**src/rtl/cpu_types_pkg.sv**
```systemverilog
// Shared CPU-side types for the RAM arbiter: bus word, RAM handshake state,
// arbiter FSM states and the fixed requester slot numbering.
package cpu_types_pkg;

    typedef logic [31:0] word_t;

    typedef enum logic [1:0] {
        FREE   = 2'd0,
        BUSY   = 2'd1,
        ACCESS = 2'd2,
        ERROR  = 2'd3
    } ramstate_t;

    typedef enum logic {
        ARB = 1'b0,
        OWN = 1'b1
    } arb_state_t;

    // Even slots are instruction ports, odd slots data ports; slot/2 is the CPU.
    localparam logic [1:0] SLOT_I0 = 2'd0;
    localparam logic [1:0] SLOT_D0 = 2'd1;
    localparam logic [1:0] SLOT_I1 = 2'd2;
    localparam logic [1:0] SLOT_D1 = 2'd3;

    localparam logic [1:0] PTR_RESET = SLOT_D1;

    function automatic logic slotIsData(input logic [1:0] slot);
        return slot[0];
    endfunction

    function automatic logic slotCpu(input logic [1:0] slot);
        return slot[1];
    endfunction

endpackage

```
**src/rtl/ram_arbiter_if.sv**
```systemverilog
// CPU-facing and RAM-facing signals of the arbiter, bundled with a slave
// modport for the arbiter and a master modport for whatever drives it.
interface ram_arbiter_if #(
    parameter int CPUS = 2
);
    import cpu_types_pkg::*;

    logic [CPUS-1:0] iREN;
    word_t           iaddr [CPUS];
    logic [CPUS-1:0] dREN;
    logic [CPUS-1:0] dWEN;
    word_t           daddr [CPUS];
    word_t           dstore[CPUS];
    logic [CPUS-1:0] iwait;
    logic [CPUS-1:0] dwait;
    word_t           iload [CPUS];
    word_t           dload [CPUS];

    logic            ramREN;
    logic            ramWEN;
    word_t           ramaddr;
    word_t           ramstore;
    word_t           ramload;
    ramstate_t       ramstate;

    logic            gnt_valid;
    logic [1:0]      gnt_id;

    modport slave (
        input  iREN, iaddr, dREN, dWEN, daddr, dstore, ramload, ramstate,
        output iwait, dwait, iload, dload, ramREN, ramWEN, ramaddr, ramstore,
               gnt_valid, gnt_id
    );

    modport master (
        output iREN, iaddr, dREN, dWEN, daddr, dstore, ramload, ramstate,
        input  iwait, dwait, iload, dload, ramREN, ramWEN, ramaddr, ramstore,
               gnt_valid, gnt_id
    );

endinterface

```
**src/rtl/ram_arbiter_rr_pick.sv**
```systemverilog
// Round-robin picker: first asserted request scanning ptr+1, ptr+2, ... mod 4.
module rr_pick (
    input  logic [3:0] i_req,
    input  logic [1:0] i_ptr,
    output logic       o_valid,
    output logic [1:0] o_idx
);

    logic [1:0] w_cand;

    // Walk from the lowest priority (ptr itself) up, so the nearest hit overwrites.
    always_comb begin
        o_valid = 1'b0;
        o_idx   = i_ptr;
        w_cand  = i_ptr;
        for (int k = 4; k >= 1; k--) begin
            w_cand = i_ptr + 2'(k);
            if (i_req[w_cand]) begin
                o_valid = 1'b1;
                o_idx   = w_cand;
            end
        end
    end

endmodule

```
**src/rtl/ram_arbiter.sv**
```systemverilog
// Shares one RAM port between the I and D ports of two CPUs: a one-cycle
// arbitration state followed by an ownership state that forwards the winner.
module ram_arbiter
    import cpu_types_pkg::*;
#(
    parameter int CPUS = 2
) (
    input  logic          CLK,
    input  logic          nRST,
    ram_arbiter_if.slave  bus
);

    arb_state_t r_state;
    arb_state_t w_nextState;
    logic [1:0] r_ptr;
    logic [1:0] w_nextPtr;
    logic [1:0] r_owner;
    logic [1:0] w_nextOwner;

    logic [3:0] w_req;
    logic       w_pickValid;
    logic [1:0] w_pickIdx;
    logic       w_ownerCpu;
    logic       w_ownerData;
    logic       w_ownerReq;
    logic       w_ownerWrite;

    for (genvar c = 0; c < CPUS; c++) begin : g_req
        assign w_req[2*c]   = bus.iREN[c];
        assign w_req[2*c+1] = bus.dREN[c] | bus.dWEN[c];
    end

    rr_pick u_pick (
        .i_req   (w_req),
        .i_ptr   (r_ptr),
        .o_valid (w_pickValid),
        .o_idx   (w_pickIdx)
    );

    // A data slot with both strobes high is a write.
    assign w_ownerCpu   = slotCpu(r_owner);
    assign w_ownerData  = slotIsData(r_owner);
    assign w_ownerReq   = w_req[r_owner];
    assign w_ownerWrite = w_ownerData & bus.dWEN[w_ownerCpu];

    always_ff @(posedge CLK or negedge nRST) begin
        if (!nRST) begin
            r_state <= ARB;
            r_ptr   <= PTR_RESET;
            r_owner <= SLOT_I0;
        end else begin
            r_state <= w_nextState;
            r_ptr   <= w_nextPtr;
            r_owner <= w_nextOwner;
        end
    end

    always_comb begin
        w_nextState   = r_state;
        w_nextPtr     = r_ptr;
        w_nextOwner   = r_owner;
        bus.iwait     = '1;
        bus.dwait     = '1;
        for (int c = 0; c < CPUS; c++) begin
            bus.iload[c] = '0;
            bus.dload[c] = '0;
        end
        bus.ramREN    = 1'b0;
        bus.ramWEN    = 1'b0;
        bus.ramaddr   = '0;
        bus.ramstore  = '0;
        bus.gnt_valid = 1'b0;
        bus.gnt_id    = '0;

        unique case (r_state)
            ARB: begin
                if (w_pickValid) begin
                    w_nextOwner = w_pickIdx;
                    w_nextState = OWN;
                end
            end
            OWN: begin
                bus.gnt_valid = 1'b1;
                bus.gnt_id    = r_owner;
                // An owner that drops its request aborts; the pointer stays put.
                if (!w_ownerReq) begin
                    w_nextState = ARB;
                end else begin
                    bus.ramWEN   = w_ownerWrite;
                    bus.ramREN   = ~w_ownerWrite;
                    bus.ramaddr  = w_ownerData ? bus.daddr[w_ownerCpu]
                                               : bus.iaddr[w_ownerCpu];
                    bus.ramstore = w_ownerData ? bus.dstore[w_ownerCpu] : '0;
                    if (bus.ramstate == ACCESS) begin
                        if (w_ownerData) begin
                            bus.dwait[w_ownerCpu] = 1'b0;
                        end else begin
                            bus.iwait[w_ownerCpu] = 1'b0;
                        end
                        if (!w_ownerWrite) begin
                            if (w_ownerData) begin
                                bus.dload[w_ownerCpu] = bus.ramload;
                            end else begin
                                bus.iload[w_ownerCpu] = bus.ramload;
                            end
                        end
                        w_nextPtr   = r_owner;
                        w_nextState = ARB;
                    end
                end
            end
            default: w_nextState = ARB;
        endcase
    end

endmodule
```
**src/flat_wrapper.sv**
```systemverilog
// flat-port wrapper written by rule: the top's interface ports become plain ports
module ram_arbiter_flat import cpu_types_pkg::*;
#(
    parameter int CPUS = 2
)
  (CLK, nRST, bus_iREN, bus_iaddr, bus_dREN, bus_dWEN, bus_daddr, bus_dstore, bus_ramload, bus_ramstate, bus_iwait, bus_dwait, bus_iload, bus_dload, bus_ramREN, bus_ramWEN, bus_ramaddr, bus_ramstore, bus_gnt_valid, bus_gnt_id);
  ram_arbiter_if #(.CPUS(CPUS)) bus_i ();
  input  logic CLK;
  input  logic nRST;
  input wire logic [$bits(bus_i.iREN)-1:0] bus_iREN;
  input wire logic [$bits(bus_i.iaddr)-1:0] bus_iaddr;
  input wire logic [$bits(bus_i.dREN)-1:0] bus_dREN;
  input wire logic [$bits(bus_i.dWEN)-1:0] bus_dWEN;
  input wire logic [$bits(bus_i.daddr)-1:0] bus_daddr;
  input wire logic [$bits(bus_i.dstore)-1:0] bus_dstore;
  input wire logic [$bits(bus_i.ramload)-1:0] bus_ramload;
  input wire logic [$bits(bus_i.ramstate)-1:0] bus_ramstate;
  output wire logic [$bits(bus_i.iwait)-1:0] bus_iwait;
  output wire logic [$bits(bus_i.dwait)-1:0] bus_dwait;
  output wire logic [$bits(bus_i.iload)-1:0] bus_iload;
  output wire logic [$bits(bus_i.dload)-1:0] bus_dload;
  output wire logic [$bits(bus_i.ramREN)-1:0] bus_ramREN;
  output wire logic [$bits(bus_i.ramWEN)-1:0] bus_ramWEN;
  output wire logic [$bits(bus_i.ramaddr)-1:0] bus_ramaddr;
  output wire logic [$bits(bus_i.ramstore)-1:0] bus_ramstore;
  output wire logic [$bits(bus_i.gnt_valid)-1:0] bus_gnt_valid;
  output wire logic [$bits(bus_i.gnt_id)-1:0] bus_gnt_id;
  assign bus_i.iREN = bus_iREN;
  assign bus_i.iaddr = {>>{bus_iaddr}};
  assign bus_i.dREN = bus_dREN;
  assign bus_i.dWEN = bus_dWEN;
  assign bus_i.daddr = {>>{bus_daddr}};
  assign bus_i.dstore = {>>{bus_dstore}};
  assign bus_i.ramload = bus_ramload;
  assign bus_i.ramstate = bus_ramstate;
  assign bus_iwait = bus_i.iwait;
  assign bus_dwait = bus_i.dwait;
  assign bus_iload = {>>{bus_i.iload}};
  assign bus_dload = {>>{bus_i.dload}};
  assign bus_ramREN = bus_i.ramREN;
  assign bus_ramWEN = bus_i.ramWEN;
  assign bus_ramaddr = bus_i.ramaddr;
  assign bus_ramstore = bus_i.ramstore;
  assign bus_gnt_valid = bus_i.gnt_valid;
  assign bus_gnt_id = bus_i.gnt_id;
  ram_arbiter #(.CPUS(CPUS)) u_core (.CLK(CLK), .nRST(nRST), .bus(bus_i));
endmodule
```
**config.mk**
```make
export PLATFORM = sky130hd
export DESIGN_NAME = ram_arbiter_flat
export DESIGN_NICKNAME = d
export VERILOG_FILES = /design/src/rtl/cpu_types_pkg.sv /design/src/rtl/ram_arbiter_if.sv /design/src/rtl/ram_arbiter_rr_pick.sv /design/src/rtl/ram_arbiter.sv /design/src/flat_wrapper.sv
export SDC_FILE = /design/constraint.sdc
export NUM_CORES = 1
export LEC_CHECK = 0
export CAP_MARGIN = 30
export CORE_AREA = 2 2 169 171
export CTS_CLUSTER_DIAMETER = 200
export DETAILED_ROUTE_END_ITERATION = 12
export DIE_AREA = 0 0 171 173
export PLACE_DENSITY = 0.47
export SLEW_MARGIN = 20
export SYNTH_ARGS = -nofsm -noshare
export SYNTH_HDL_FRONTEND = slang
export SYNTH_SLANG_ARGS = --single-unit
```
**constraint.sdc**
```tcl
create_clock -name CLK -period 4.4 [get_ports CLK]
set_input_delay 0.44 -clock CLK [delete_from_list [all_inputs] [get_ports CLK]]
set_output_delay 0.44 -clock CLK [all_outputs]
set_load 0.1 [all_outputs]
```
# Word-level counts from Yosys, hierarchy flattened
# Cells that the tools add are included.
# totals
out_inout_bits	201
regBits	5
# classes
mux	66
bitwise_logic	8
eq_ne	1
reduce_logical	4
n_addsub	3
order_cmp	9
# ops
cell	n
$mux 64	10
$mux 32	16
$and 64x64->64	1
$demux 32 s1	1
$mux 2	12
$mux 1	20
$lt 2x3->1 const B	5
$bmux 1 s2	5
$add 2x2->2 const B	2
$reduce_and 3->1	1
$add 2x1->2 const B	1
$eq 2x2->1 const B	1
$ge 2x2->1 const B	1
$logic_and 1x1->1	2
$lt 1x2->1 const B	1
$lt 2x1->1 const B	1
$not 1->1	2
$not 1->2	1
$not 2->2	1
$or 1x1->1	2
$pmux 1 s2	1
$reduce_and 2->1	1
$and 1x1->1	1
$demux 1 s1	1
$ge 1x1->1 const B	1

# Depth between registers and ports, before layout
# Gate-level depths: netlist (run 1).
# depth
word_depth	11
mapped_depth	6
mapped_depth_nobuf	4

# By module
# A second synthesis (run 1) with hierarchy kept.
# unflattened
cells_unflattened	346
area_unflattened_um2	2900.3
# by_module_without_submodules
mod	cells_per_inst	seq_area_each_um2	area_each_um2	n_inst
ram_arbiter	332	127.6	2817.7	1
rr_pick	14	0.0	82.6	1

# Worst setup path before layout (run 1)
# Ideal clock, no wire load.
# synth_timing
path_type	register to output
startpoint	register u_core.r_state
endpoint	output port bus_dload[10]
arrival_ns	4.536
required_time_ns	3.960
path_stages_with_launch	6
path_slack_ns	-0.576
cell_sequence	dfrtp_1 > and2_1 > nand4_1 > nor2_1 > clkbuf_1 > and2_1
# synth_between
elab_chain_len	1
# synth_rtl
element	line_no	source
from (decl)	ram_arbiter.sv:13	arb_state_t r_state;
from (signal assigned)	ram_arbiter.sv:52	r_state <= w_nextState;
$mux 64	ram_arbiter.sv:75	unique case (r_state)
to (decl)	flat_wrapper.sv:21	output wire logic [$bits(bus_i.dload)-1:0] bus_dload;
# Every way passes these cells.

# Worst setup path after layout (run 1)
# layout_timing
startpoint	input port bus_dWEN[0]
endpoint	output port bus_ramWEN
# layout_between
elab_chain_len	5
elab_cells_between_ends	8
classes_between	6 x mux; 2 x bitwise
# layout_rtl
element	line_no	source
from (decl)	flat_wrapper.sv:13	input wire logic [$bits(bus_i.dWEN)-1:0] bus_dWEN;
$or 1x1->1 / $mux 1 (equally long branches)	ram_arbiter.sv:30, ram_arbiter.sv:44	
$bmux 1 s2 / $mux 1 (equally long branches)	ram_arbiter.sv:43, ram_arbiter.sv:44	
$mux 1 (not written as such) / $and 1x1->1 (equally long branches)	ram_arbiter.sv:43, ram_arbiter.sv:44	
$mux 1 (*)	ram_arbiter.sv:86	if (!w_ownerReq) begin
$mux 1 (*)	ram_arbiter.sv:75	
to (decl)	flat_wrapper.sv:23	output wire logic [$bits(bus_i.ramWEN)-1:0] bus_ramWEN;
# Every way passes the cells marked *; elsewhere a longest branch is shown, timed or not. The select of a mux whose other input is x is not followed.

==> results of run 1 <==
layout make-up:
class	instances	area, µm²
Antenna cell	1	2.502
Clock buffer	4	78.83
Fill cell	3024	20440
Inverter	4	15.01
Multi-Input combinational cell	307	2564
Sequential cell	5	132.6
Tap cell	378	473.0
Timing Repair Buffer	443	3921
worst register-to-register path, stage by stage, from the launching register on:
cell	delay (ns)
dfrtp_2	0.62
buf_4	0.41
inv_1	0.16
o311ai_0	0.64
o21ai_0	0.15
o311ai_0	0.14
routing by layer:
layer  vias to the layer above  global-route usage, %  wire length [µm]  share of wire, %
li1                       2060                      -                 -                 -
met1                      1928                  12.94              7128                37
met2                       237                  24.01             10420                54
met3                         2                  2.770              1765               9.1
met4                         0                  1.377                82              0.42
met5                         -                      0                 0                 0
path summary, 6_finish.rpt:
| check | startpoint | to | slack, ns | cells after the start |
|---|---|---|---|---|
| max in group asynchronous | nRST | u_core.r_ptr[1] | 3.66 | 1 |
| min in group CLK | u_core.r_ptr[0] | u_core.r_ptr[0] | 0.56 | 2 |
| worst max-delay path | bus_dWEN[0] | bus_ramWEN | 1.22 | 6 |
| worst max register to register | u_core.r_owner[0] | u_core.r_ptr[1] | 2.16 | 5 |
| worst min register to register | u_core.r_ptr[0] | u_core.r_ptr[0] | 0.56 | 2 |
| worst min-delay path | nRST | u_core.r_owner[1] | 0.47 | 1 |
through the flow:
stage	utilization [%]	hold WS [ns]	setup WS, ns	cells	instance area (µm²)
detailed placement	25.72	0.5484	1.169	1137	7106
global placement	25.72	0.5534	1.146	1137	7106
global route	26.00	0.4915	1.052	1141	7184
CTS	26.00	0.4771	1.161	1141	7184
floorplan	-	0.1444	-0.1574	352	2888
finish	26.01	0.4652	1.220	1142	7187
power groups by stage:
| stage | logic, mW | registers [mW] | clock network [mW] |
|---|---|---|---|
| 6_report | 4.26 | 0.189 | 0.149 |
| 5_1_grt | 4.43 | 0.204 | 0.156 |
| 4_1_cts | 4.31 | 0.193 | 0.151 |
| 3_5_place_dp | 4.31 | 0.193 | 0 |
| 3_3_place_gp | 4.32 | 0.200 | 0 |
| 2_1_floorplan | 3.43 | 0.119 | 0 |
cell usage in the layout (no fill, tap or decap), types with 3 or more instances in the layout:
| cell type | synthesis | layout |
|---|---|---|
| clkdlybuf4s50_1 | 0 | 238 |
| buf_4 | 0 | 205 |
| and2_1 | 131 | 71 |
| and2_2 | 0 | 60 |
| nor2_1 | 39 | 37 |
| mux2i_1 | 34 | 34 |
| mux4_2 | 33 | 33 |
| and3_1 | 32 | 32 |
| nand2_1 | 6 | 6 |
| o21ai_0 | 5 | 5 |
| inv_1 | 4 | 4 |
| a21oi_1 | 4 | 4 |
| nor2b_1 | 3 | 3 |
| nor3_1 | 3 | 3 |
| o311ai_0 | 3 | 3 |
| clkbuf_16 | 0 | 3 |
logic make-up after synthesis:
kind of cell | synth area share [%]
AOI/OAI and AO/OA | 4.894
buffers and inverters | 7.161
DFF | 4.537
muxes | 38.52
and+or+nand+nor | 44.88
registers in the layout, indices dropped and copies added, names as in the netlist:
signal,count
u_core.r_owner,2
u_core.r_state,1
u_core.r_ptr,2
==> flow_summary.yaml, run 1 <==
grt:
  grt_start_max_net_pins: 34
  antenna_found_initial: 1
  grt_pass1_wl_um: 27090
  overflow: 0
  grt_util_all_layers_pct: 12.03
  grt_pass1_vias: 4388
cts:
  h-tree-depth: 1
  insertion_delay_ns: 0.23
  clock-root-buffer: "clkbuf_16"
  numCtsBuffers: 3
  cts_num_sinks: 5
  ctsResizeCount: 0
  path_clk_slew_ns: 0.03
  cts_hold_buf: 0
  post-cts-setup-buffers: 0
  cts_tree: "yes"
  clk_path_buf_depth: 2
setup_path:
  crit_slowest_cell: "mux4_2"
  required_ns: 3.96
  cp_max_fo: 33
  critPathArrivalTime_ns: 2.74
  crit_type: "input pin to primary output"
  cp-start-kind: "input pin"
  crit_path_end_kind: "primary output"
  path_delay_family: "buffers and inverters"
  cpPeakStageDelay_ns: 0.73
  crit_chain: "clkdlybuf4s50_1 -> or2_0 -> mux4_2 -> nand2_1 -> nor3_1 -> buf_4"
  cp_num_buf_inv: 2
timing:
  fin_crit_sh_pct: 72.28
  setup_tns_ns: 0
  timing.slew.headroom_pct: 31.20
  min_period_ns: 3.180
  hold_viol: 0
  finalSetupViolations: 0
  fin_skew_ns: 0.001378
  rsz0062_at_grt: "no"
  worst_slew_pin_slew_ns: 1.029
  fmax_mhz: 314.4
  slew_viol_final: 0
die:
  die_height_um: 173
  start_util_pct: 10.18
  coreArea_um2: 27630
  die_area_um2: 29580
  chipWidth_um: 171
  num_io_pins: 435
  num_rows: 61
pwr:
  p_total_mw: 4.602
  swShare_pct: 70.94
  netSwitchingPower_mw: 3.264
  p_per_area_nw_per_um2: 640.3
  vdd_drop_max_v: 0.0003513
  power_frac_comb_pct: 92.7
  seqPwrFrac_pct: 4.1
  p_int_mw: 1.337
  leakagePower_nw: 3.321
  p_clk_share_pct: 3.2
yosys:
  synthesis.area_um2: 2813
  synth_edf_count: 0
  ys.warnings.count: 0
  syn-num-nets: 586
  synth.most_common_cell: "and2_1"
  synth_top_area_share_pct: 29.14
  synth_area_leaders: "and2_1 (29%), mux4_2 (26%), mux2i_1 (12%)"
  ys.flop_type: "dfrtp_1"
  synthTopCellsByCount: "and2_1 (131), nor2_1 (39), mux2i_1 (34)"
  synth_area_per_cell_um2: 7.991
  synth_cell_types: 27
  synth_top_area_cell: "and2_1"
  ys_seq_area_share_pct: 4.537
  syn_inst: 352
  yosys_register_bits: 5
  async_reset_ff_share_pct: 100.0
routing:
  vias_per_cell: 3.701
  drtIter0Drc: 118
  num_vias: 4227
  drt_drc_violations_left: 0
  avgRoutedWirePerCell_um: 16.99
  antenna_left: 0
  drtPass1Iterations: 4
  routed_wl_um: 19400
worst_hold_path:
  hold_path_class: "input pin to asynchronous set/reset pin"
run_status:
  outcome: "finished clean"
placed_design:
  port_buffers: 434
  gp_congestion: 0.7644
  hpwlAfterDp_um: 16190
finish:
  finalNetCount: 998
  area_growth_pct: 155.5
  drive_above_1_share_pct: 40.50
run:
  cap_violations: 0
Note: power is estimated with default switching activity, not from simulation.
==> run 2: changes to the inputs <==
--- a/config.mk
+++ b/config.mk
@@ -10,7 +10,7 @@
 export CTS_CLUSTER_DIAMETER = 200
 export DETAILED_ROUTE_END_ITERATION = 12
 export DIE_AREA = 0 0 171 173
-export PLACE_DENSITY = 0.47
+export PLACE_DENSITY = 0.48
 export SLEW_MARGIN = 20
 export SYNTH_ARGS = -nofsm -noshare
 export SYNTH_HDL_FRONTEND = slang
==> constraint.sdc (replaced) <==
create_clock -name CLK -period 2.6 [get_ports CLK]
set_input_delay 0.26 -clock CLK [delete_from_list [all_inputs] [get_ports CLK]]
set_output_delay 0.26 -clock CLK [all_outputs]
set_load 0.1 [all_outputs]
==> flow_summary.yaml, run 2 (synthesized netlist as in run 1, its figures left out) <==
run_status:
  outcome: "finished clean"
grt:
  overflow: 0
  grt_start_max_net_pins: 40
  antenna_found_initial: 1
  grt_pass1_vias: 4476
  grt_pass1_wl_um: 28080
  grt_util_all_layers_pct: 12.28
setup_path:
  crit_type: "input pin to primary output"
  r2r-start: "u_core.r_owner[1]"
  rrSetupSlack_ns: 0.74
  required_ns: 2.34
  cp-start-kind: "input pin"
  r2r_cells: 4
  cp_max_fo: 32
  crit_path_end_kind: "primary output"
  critPathArrivalTime_ns: 2.12
  r2r-end: "u_core.r_ptr[1]"
pwr:
  seqPwrFrac_pct: 3.5
  vdd_drop_max_v: 0.0007050
  netSwitchingPower_mw: 5.869
  power_frac_comb_pct: 93.9
  p_int_mw: 3.767
  swShare_pct: 60.91
  leakagePower_nw: 4.048
  p_per_area_nw_per_um2: 960.9
  p_clk_share_pct: 2.6
die:
  num_rows: 61
  coreArea_um2: 27630
  chipWidth_um: 171
  die_area_um2: 29580
  die_height_um: 173
  num_io_pins: 435
  start_util_pct: 10.18
timing:
  fmax_mhz: 419.3
  hold_viol: 0
  worst_slew_pin_slew_ns: 0.7374
  slew_viol_final: 0
  finalSetupViolations: 0
  setup_tns_ns: 0
  min_period_ns: 2.385
  rsz0062_at_grt: "no"
  timing.slew.headroom_pct: 50.22
  hold_slack_ns: 0.2522
  fin_crit_sh_pct: 91.73
  fin_skew_ns: 0.002717
cts:
  clk_path_buf_depth: 2
  clock-root-buffer: "clkbuf_16"
  post-cts-setup-buffers: 0
  cts_tree: "yes"
  path_clk_slew_ns: 0.03
  ctsResizeCount: 0
  cts_num_sinks: 5
  h-tree-depth: 1
  cts_hold_buf: 0
  insertion_delay_ns: 0.23
  numCtsBuffers: 3
placed_design:
  port_buffers: 434
  gp_congestion: 0.7990
  hpwlAfterDp_um: 16530
  placed_area_um2: 9947
finish:
  final_cell_mix: "clkdlybuf4s50_1 (233), buf_12 (206), and2_4 (62), and2_1 (36)"
  drive_above_1_share_pct: 50.65
  largestRegisters: "u_core.r_owner x2, u_core.r_ptr x2, u_core.r_state x1"
  stdcell_area_um2: 10030
  area_growth_pct: 256.5
  finalNetCount: 1007
  layout_commonest_cell: "clkdlybuf4s50_1"
routing:
  num_vias: 4295
  drt_drc_violations_left: 0
  drtPass1Iterations: 4
  vias_per_cell: 3.732
  avgRoutedWirePerCell_um: 16.69
  routed_wl_um: 19210
  antenna_left: 0
  drtIter0Drc: 85
worst_hold_path:
  hold_path_class: "input pin to asynchronous set/reset pin"
run:
  cap_violations: 0
[run 2: power groups by stage]
| stage | clock network, mW | logic [mW] | registers, mW |
|---|---|---|---|
| final | 0.252 | 9.05 | 0.334 |
| after global routing | 0.261 | 9.35 | 0.368 |
| after CTS | 0.255 | 9.14 | 0.343 |
| after detailed placement | 0 | 9.12 | 0.344 |
| after global placement | 0 | 9.12 | 0.340 |
| after floorplan | 0 | 5.99 | 0.208 |
[run 2: final cells by class]
class / instances / area [µm²]
clock buffers: 4 / 78.83
inverters: 4 / 15.01
flip-flops and latches: 5 / 135.1
fillers: 2754 / 17600
repair buffers: 452 / 6554
diodes: 1 / 2.502
multi-input cells: 307 / 2770
well taps: 378 / 473.0
[run 2: worst max path at each step]
stage                      startpoint               to  slack [ns]
floorplan              u_core.r_state    bus_dload[33]       -0.71
global placement          bus_dREN[1]  bus_ramaddr[31]        0.21
detailed placement        bus_dREN[1]  bus_ramaddr[31]        0.18
CTS                 u_core.r_owner[1]    bus_dload[32]        0.15
global route        u_core.r_owner[1]    bus_dload[63]        0.08
finish                    bus_dREN[1]   bus_ramaddr[0]        0.22
[run 2: stage by stage]
stage                     std cells  worst slack (ns)  power (mW)  utilization [%]
after floorplan                 352           -0.7140       6.194                -
after global placement         1146            0.2098       9.457            36.00
after detailed placement       1146            0.1823       9.462            36.00
after CTS                      1150            0.1473       9.733            36.29
after global routing           1151           0.07675       9.976            36.30
final                          1151            0.2151       9.636            36.30
[run 2: routing by layer]
layer  wire [µm]  share of wire [%]  up-vias  track usage, %
met2       10830                 56      232           24.73
met4         119               0.62        0           1.801
met1        6647                 35     1980           12.89
met3        1608                8.4        7           2.770
met5           0                  0        -               0
li1            -                  -     2076               -
[run 2: worst max-delay path, cell delays in order]
cell,delay (ns)
clkdlybuf4s50_1,0.47
or2_0,0.26
mux4_2,0.52
buf_12,0.18
and3_2,0.23
buf_12,0.17
